File: src/rtl/fletcher32_appender_if.sv
// Valid/ready word stream between pipeline stages of the image-to-SD write path.
// The master drives data/valid, the slave drives ready; a word moves on a
// rising clock edge when valid and ready are both high.
interface fletcher32_appender_if;
   logic [15:0] data;
   logic        valid;
   logic        ready;

   modport master (
      output data,
      output valid,
      input  ready
   );

   modport slave (
      input  data,
      input  valid,
      output ready
   );
endinterface

File: src/rtl/fletcher32_appender.sv
// Streaming Fletcher-32 appender. Forwards len 16-bit words unchanged and then
// appends the checksum {sum2, sum1} as two trailing words in host byte order.
// Each incoming word is read as a little-endian uint16 (bytes swapped from the
// raw bus order) before it is accumulated.
//
// Build option FLETCHER32_APPENDER_OUTREG_EN: when defined, the output side is
// a 2-entry skid buffer, so in_ready no longer depends on out_ready. When it is
// undefined the data path is a zero-latency combinational pass-through.
module fletcher32_appender #(
   parameter int unsigned LenWidth = 32
) (
   input  logic                clk,
   input  logic                rst,
   input  logic                start,
   input  logic [LenWidth-1:0] len,
   output logic                busy,
   output logic                done,
   fletcher32_appender_if.slave  inStream,
   fletcher32_appender_if.master outStream
);

   typedef enum logic [2:0] {
      StIdle,
      StData,
      StCk0,
      StCk1,
      StDrain
   } stateT;

   stateT               stateQ, stateD;
   logic [LenWidth-1:0] remainingQ, remainingD;
   logic [15:0]         sum1Q, sum1D;
   logic [15:0]         sum2Q, sum2D;
   logic                doneQ, doneD;

   // Word offered by the core (data or checksum) toward the output side.
   logic        coreValid;
   logic [15:0] coreData;
   logic        coreReady;
   logic        coreFire;
   logic        inFire;
   logic [15:0] inValue;
   logic [15:0] sum1Next;

   // Ones'-complement style addition modulo 65535; results stay in 0..0xFFFE.
   function automatic logic [15:0] add65535(input logic [15:0] a, input logic [15:0] b);
      logic [16:0] s;
      s = {1'b0, a} + {1'b0, b};
      if (s >= 17'h0FFFF) begin
         s = s - 17'h0FFFF;
      end
      return s[15:0];
   endfunction

   assign inValue  = {inStream.data[7:0], inStream.data[15:8]};
   assign sum1Next = add65535(sum1Q, inValue);

   assign inStream.ready = (stateQ == StData) && coreReady;
   assign inFire         = (stateQ == StData) && inStream.valid && coreReady;
   assign coreFire       = coreValid && coreReady;

   assign busy = (stateQ != StIdle);
   assign done = doneQ;

   // Select the word the core presents: live data, then the two checksum halves.
   always_comb begin
      coreValid = 1'b0;
      coreData  = 16'h0000;
      unique case (stateQ)
         StData: begin
            coreValid = inStream.valid;
            coreData  = inStream.data;
         end
         StCk0: begin
            coreValid = 1'b1;
            coreData  = {sum1Q[7:0], sum1Q[15:8]};
         end
         StCk1: begin
            coreValid = 1'b1;
            coreData  = {sum2Q[7:0], sum2Q[15:8]};
         end
         default: begin
            coreValid = 1'b0;
            coreData  = 16'h0000;
         end
      endcase
   end

`ifdef FLETCHER32_APPENDER_OUTREG_EN
   logic [15:0] buf0Q, buf0D;
   logic [15:0] buf1Q, buf1D;
   logic [1:0]  countQ, countD;
   logic [1:0]  afterPop;
   logic        push;
   logic        pop;

   assign coreReady        = (countQ != 2'd2);
   assign push             = coreFire;
   assign pop              = (countQ != 2'd0) && outStream.ready;
   assign outStream.valid  = (countQ != 2'd0);
   assign outStream.data   = buf0Q;
   assign afterPop         = countQ - {1'b0, pop};

   // Skid buffer next state: entry 0 is always the head; pops shift entry 1 down.
   always_comb begin
      buf0D  = buf0Q;
      buf1D  = buf1Q;
      countD = afterPop;
      if (pop) begin
         buf0D = buf1Q;
      end
      if (push) begin
         if (afterPop == 2'd0) begin
            buf0D = coreData;
         end else begin
            buf1D = coreData;
         end
         countD = afterPop + 2'd1;
      end
   end

   // Skid buffer storage.
   always_ff @(posedge clk or posedge rst) begin
      if (rst) begin
         buf0Q  <= 16'h0000;
         buf1Q  <= 16'h0000;
         countQ <= 2'd0;
      end else begin
         buf0Q  <= buf0D;
         buf1Q  <= buf1D;
         countQ <= countD;
      end
   end
`else
   assign coreReady       = outStream.ready;
   assign outStream.valid = coreValid;
   assign outStream.data  = coreData;
`endif

   // Transfer sequencing and checksum accumulation.
   always_comb begin
      stateD     = stateQ;
      remainingD = remainingQ;
      sum1D      = sum1Q;
      sum2D      = sum2Q;
      doneD      = 1'b0;
      unique case (stateQ)
         StIdle: begin
            if (start) begin
               remainingD = len;
               sum1D      = 16'h0000;
               sum2D      = 16'h0000;
               stateD     = (len == '0) ? StCk0 : StData;
            end
         end
         StData: begin
            if (inFire) begin
               sum1D      = sum1Next;
               sum2D      = add65535(sum2Q, sum1Next);
               remainingD = remainingQ - LenWidth'(1);
               if (remainingQ == LenWidth'(1)) begin
                  stateD = StCk0;
               end
            end
         end
         StCk0: begin
            if (coreFire) begin
               stateD = StCk1;
            end
         end
         StCk1: begin
            if (coreFire) begin
`ifdef FLETCHER32_APPENDER_OUTREG_EN
               // Last word is queued; finish once it has left the buffer.
               stateD = StDrain;
`else
               stateD = StIdle;
               doneD  = 1'b1;
`endif
            end
         end
`ifdef FLETCHER32_APPENDER_OUTREG_EN
         StDrain: begin
            if ((pop && countQ == 2'd1) || countQ == 2'd0) begin
               stateD = StIdle;
               doneD  = 1'b1;
            end
         end
`endif
         default: begin
            stateD = StIdle;
         end
      endcase
   end

   // State, counter, sums and done pulse registers.
   always_ff @(posedge clk or posedge rst) begin
      if (rst) begin
         stateQ     <= StIdle;
         remainingQ <= '0;
         sum1Q      <= 16'h0000;
         sum2Q      <= 16'h0000;
         doneQ      <= 1'b0;
      end else begin
         stateQ     <= stateD;
         remainingQ <= remainingD;
         sum1Q      <= sum1D;
         sum2Q      <= sum2D;
         doneQ      <= doneD;
      end
   end

endmodule

File: src/flat_wrapper.sv
// flat-port wrapper written by rule: the top's interface ports become plain ports
module fletcher32_appender_flat 
#(
   parameter int unsigned LenWidth = 32
)
  (clk, rst, start, len, busy, done, inStream_data, inStream_valid, inStream_ready, outStream_data, outStream_valid, outStream_ready);
  fletcher32_appender_if inStream_i ();
  fletcher32_appender_if outStream_i ();
  input  logic clk;
  input  logic rst;
  input  logic start;
  input  logic [LenWidth-1:0] len;
  output logic busy;
  output logic done;
  input wire logic [$bits(inStream_i.data)-1:0] inStream_data;
  input wire logic [$bits(inStream_i.valid)-1:0] inStream_valid;
  output wire logic [$bits(inStream_i.ready)-1:0] inStream_ready;
  output wire logic [$bits(outStream_i.data)-1:0] outStream_data;
  output wire logic [$bits(outStream_i.valid)-1:0] outStream_valid;
  input wire logic [$bits(outStream_i.ready)-1:0] outStream_ready;
  assign inStream_i.data = inStream_data;
  assign inStream_i.valid = inStream_valid;
  assign inStream_ready = inStream_i.ready;
  assign outStream_data = outStream_i.data;
  assign outStream_valid = outStream_i.valid;
  assign outStream_i.ready = outStream_ready;
  fletcher32_appender #(.LenWidth(LenWidth)) u_core (.clk(clk), .rst(rst), .start(start), .len(len), .busy(busy), .done(done), .inStream(inStream_i), .outStream(outStream_i));
endmodule
File: config.mk
export PLATFORM = sky130hd
export DESIGN_NAME = fletcher32_appender_flat
export DESIGN_NICKNAME = d
export VERILOG_FILES = /design/src/rtl/fletcher32_appender_if.sv /design/src/rtl/fletcher32_appender.sv /design/src/flat_wrapper.sv
export SDC_FILE = /design/constraint.sdc
export NUM_CORES = 1
export LEC_CHECK = 0
export BUFFER_PORTS_ARGS = -buffer_cell sky130_fd_sc_hd__buf_4
export CAP_MARGIN = 20
export CORE_AREA = 8 8 111 113
export DETAILED_ROUTE_END_ITERATION = 16
export DIE_AREA = 0 0 119 121
export PLACE_DENSITY = 0.93
export SYNTH_ARGS = -nofsm -noshare
export SYNTH_HDL_FRONTEND = slang
export SYNTH_SLANG_ARGS = --single-unit
export TNS_END_PERCENT = 20
File: constraint.sdc
create_clock -name clk -period 11.6 [get_ports clk]
set_input_delay 2.32 -clock clk [delete_from_list [all_inputs] [get_ports clk]]
set_output_delay 2.32 -clock clk [all_outputs]
set_load 0.01 [all_outputs]
==> results.toml <==
[clocking]
cts.hold.buffers_added = 0
cts_root_buffer = "sky130_fd_sc_hd__clkbuf_8"
clk_pin_slew_ps = 80
cts_max_level = 3
cts.repair.resized = 0
clock_sinks = 67
post_cts.repair.setup_buffers = 0
clk_latency_ps = 370
numCtsBuffers = 9
ctsLongestPathBuffers = 2
tritoncts = "built"

[worst_setup_path]
crit_start = "inStream_data[8]"
endpoint_kind = "register"
startpoint_type = "primary input"
worst-endpoint-arrival_ps = 9330
worst_r2r_endpoint = "u_core.sum2Q[2]"
reg2reg_slack_ps = 4200
r2r-start = "u_core.sum1Q[0]"
timing.critical_path.fanout_max = 12
required_time_at_the_endpoint_of_the_critical_path_ps = 11900
worst_r2r_path_depth = 23
endpoint_of_the_most_critical_setup_path = "u_core.sum2Q[2]"
path_class = "primary input to register"

[place]
gp_congestion = 0.987
port_buffers = 72
hpwlAfterDp_um = 14200
cell_area_reported_after_detailed_placement_um2 = 7300
detailedPlace.worstSlack_ps = 2410

[yosys]
postSynthCellCount = 866
postSynth.topFlopCell = "sky130_fd_sc_hd__dfrtp_1"
synth.yosys.seq_area_share = 0.250
synth_warnings = 0
post_synth_num_cell_types = 78
post_synthesis_average_cell_area_um2 = 7.74
post_syn_nets = 965
mappedNetlistArea_um2 = 6710
synth_seq_cells = 67
synth_edf_count = 0
ys_async_sr_fraction = 1.00

[routing]
via_per_inst = 6.91
drtIter0Drc = 968
drt_first_pass_iters = 5
drt_wl_total_um = 19600
post_detailed_route_drc_marker_count = 0
routedWlPerCell_um = 18.6
num_vias = 7279
ant_nets_after_route = 0

[global_route]
grt_pass1_vias = 6866
grt_start_max_net_pins = 94
grt_use_total = 0.271
grt_pass1_wl_um = 32700
antenna_found_initial = 0
grt_overflow = 0

[worst_hold_path]
hold_class = "register to register"

[power_and_ir_drop]
power_density_nw_per_um2 = 328
peakVddDrop_uv = 222
p_leak_nw = 3.16

[finish]
mostFrequentLayoutCells = "sky130_fd_sc_hd__nand2_1 (92), sky130_fd_sc_hd__a21oi_1 (78), sky130_fd_sc_hd__buf_4 (78)"
post_route_cells_drive_above_1_share = 0.126
final_design_instance_area_without_fill_um2 = 7500
layout.nets = 1008
area_growth_from_synthesis_to_layout_pct = 11.9
diodes = 0
postLayoutCoreUtil = 0.707
most_common_cell_after_layout_fill_and_taps_aside = "sky130_fd_sc_hd__nand2_1"

[floorplanning]
core_region_area_um2 = 10600
start_util = 0.632
placement_rows = 38
die-area_um2 = 14400
ioPinCount = 73
dieHeight_um = 121
fp.dieW_um = 119

[timing]
fin_crit_sh = 0.778
worst_hold_slack_ps = 534
final_critical_path_setup_slack_ps = 2570
worst_slew_margin = 0.335
period_minus_slack_ps = 9030
tightest_slew_ps = 994
grt_setup_unrepaired = "false"
setup_viol = 0
finClkSkew_ps = 12.2
finalHoldViolations = 0
fin_tns_setup_ps = 0
drv_slew = 0
max_clock_freq_ghz = 0.111

[run]
max-cap-violations = 0

[status]
outcome = "completed"
## per-stage QoR
stage	power, mW	std cells
after detailed placement	2.20	1038
after floorplan	1.79	866
final	2.46	1054
after global placement	2.16	1038
after global routing	2.68	1054
after CTS	2.42	1054
## layer usage
layer,up-vias,track usage,part of all wire
met5,-,0,0
li1,3394,-,-
met1,3397,0.321,0.41
met2,399,0.439,0.46
met4,0,0.188,0.057
met3,89,0.0540,0.077
## Yosys cell counts (all sizes together) (17+ instances only)
cell type	n	area [µm²]
ha	44	551
or3	20	125
nand2	92	345
nor2	76	285
xnor2	17	149
o22ai	23	144
nor3	33	170
nand3	30	150
mux2i	22	220
nor4	21	138
dfrtp	67	1680
inv	28	105
clkbuf	32	120
o21ai	39	195
a21oi	78	390
nand4	17	128
## worst min-delay path by stage
stage / from / endpoint / cells after the start
final: u_core.remainingQ[11] / u_core.remainingQ[11] / 2
after global routing: u_core.sum1Q[11] / u_core.sum1Q[11] / 2
after CTS: u_core.remainingQ[11] / u_core.remainingQ[11] / 2
after detailed placement: u_core.remainingQ[11] / u_core.remainingQ[11] / 2
after global placement: u_core.sum1Q[11] / u_core.sum1Q[11] / 2
after floorplan: u_core.sum1Q[5] / u_core.sum1Q[5] / 2
## critical path: stages
cell and delay [ps]:
sky130_fd_sc_hd__buf_4 100, sky130_fd_sc_hd__ha_1 190, sky130_fd_sc_hd__inv_1 70, sky130_fd_sc_hd__fa_1 420
sky130_fd_sc_hd__xnor2_1 390, sky130_fd_sc_hd__nand3_1 220, sky130_fd_sc_hd__or3_1 420, sky130_fd_sc_hd__nor4_2 370
sky130_fd_sc_hd__nand2_1 290, sky130_fd_sc_hd__and2_1 250, sky130_fd_sc_hd__o31ai_2 760, sky130_fd_sc_hd__mux2i_1 440
sky130_fd_sc_hd__inv_1 100, sky130_fd_sc_hd__ha_1 310, sky130_fd_sc_hd__a21oi_1 210, sky130_fd_sc_hd__nor2_1 110
sky130_fd_sc_hd__o2111ai_1 190, sky130_fd_sc_hd__o311ai_0 300, sky130_fd_sc_hd__nor4_1 530, sky130_fd_sc_hd__nand4_1 290
sky130_fd_sc_hd__o41ai_2 400, sky130_fd_sc_hd__buf_4 250, sky130_fd_sc_hd__mux2_2 350, sky130_fd_sc_hd__nand2_1 50
## registers in the layout, indices dropped and copies added, names as in the netlist
| register | count |
|---|---|
| u_core.sum1Q | 16 |
| u_core.done | 1 |
| u_core.sum2Q | 16 |
| u_core.stateQ | 2 |
| u_core.remainingQ | 32 |
## final cells by class
cell class	instances	area [µm²]
Clock inverter	6	65.1
Fill cell	865	3100
Sequential cell	67	1680
Timing Repair Buffer	78	586
Clock buffer	10	138
Tap cell	140	175
Inverter	28	105
Multi-Input combinational cell	725	4760
## where the power goes
group	internal [mW]	switching [mW]
combinational	0.680	1.11
sequential	0.342	0.122
clock	0.105	0.101
## logic make-up after synthesis
kind of cell,after synthesis,synth area share
fa+ha+maj,46,0.0881
flops,67,0.250
compound gates,278,0.285
simple gates,353,0.265
xor+xnor,24,0.0313
buf+inv,74,0.0440
mux,24,0.0362
No activity file was read; power rests on OpenSTA's default activity.
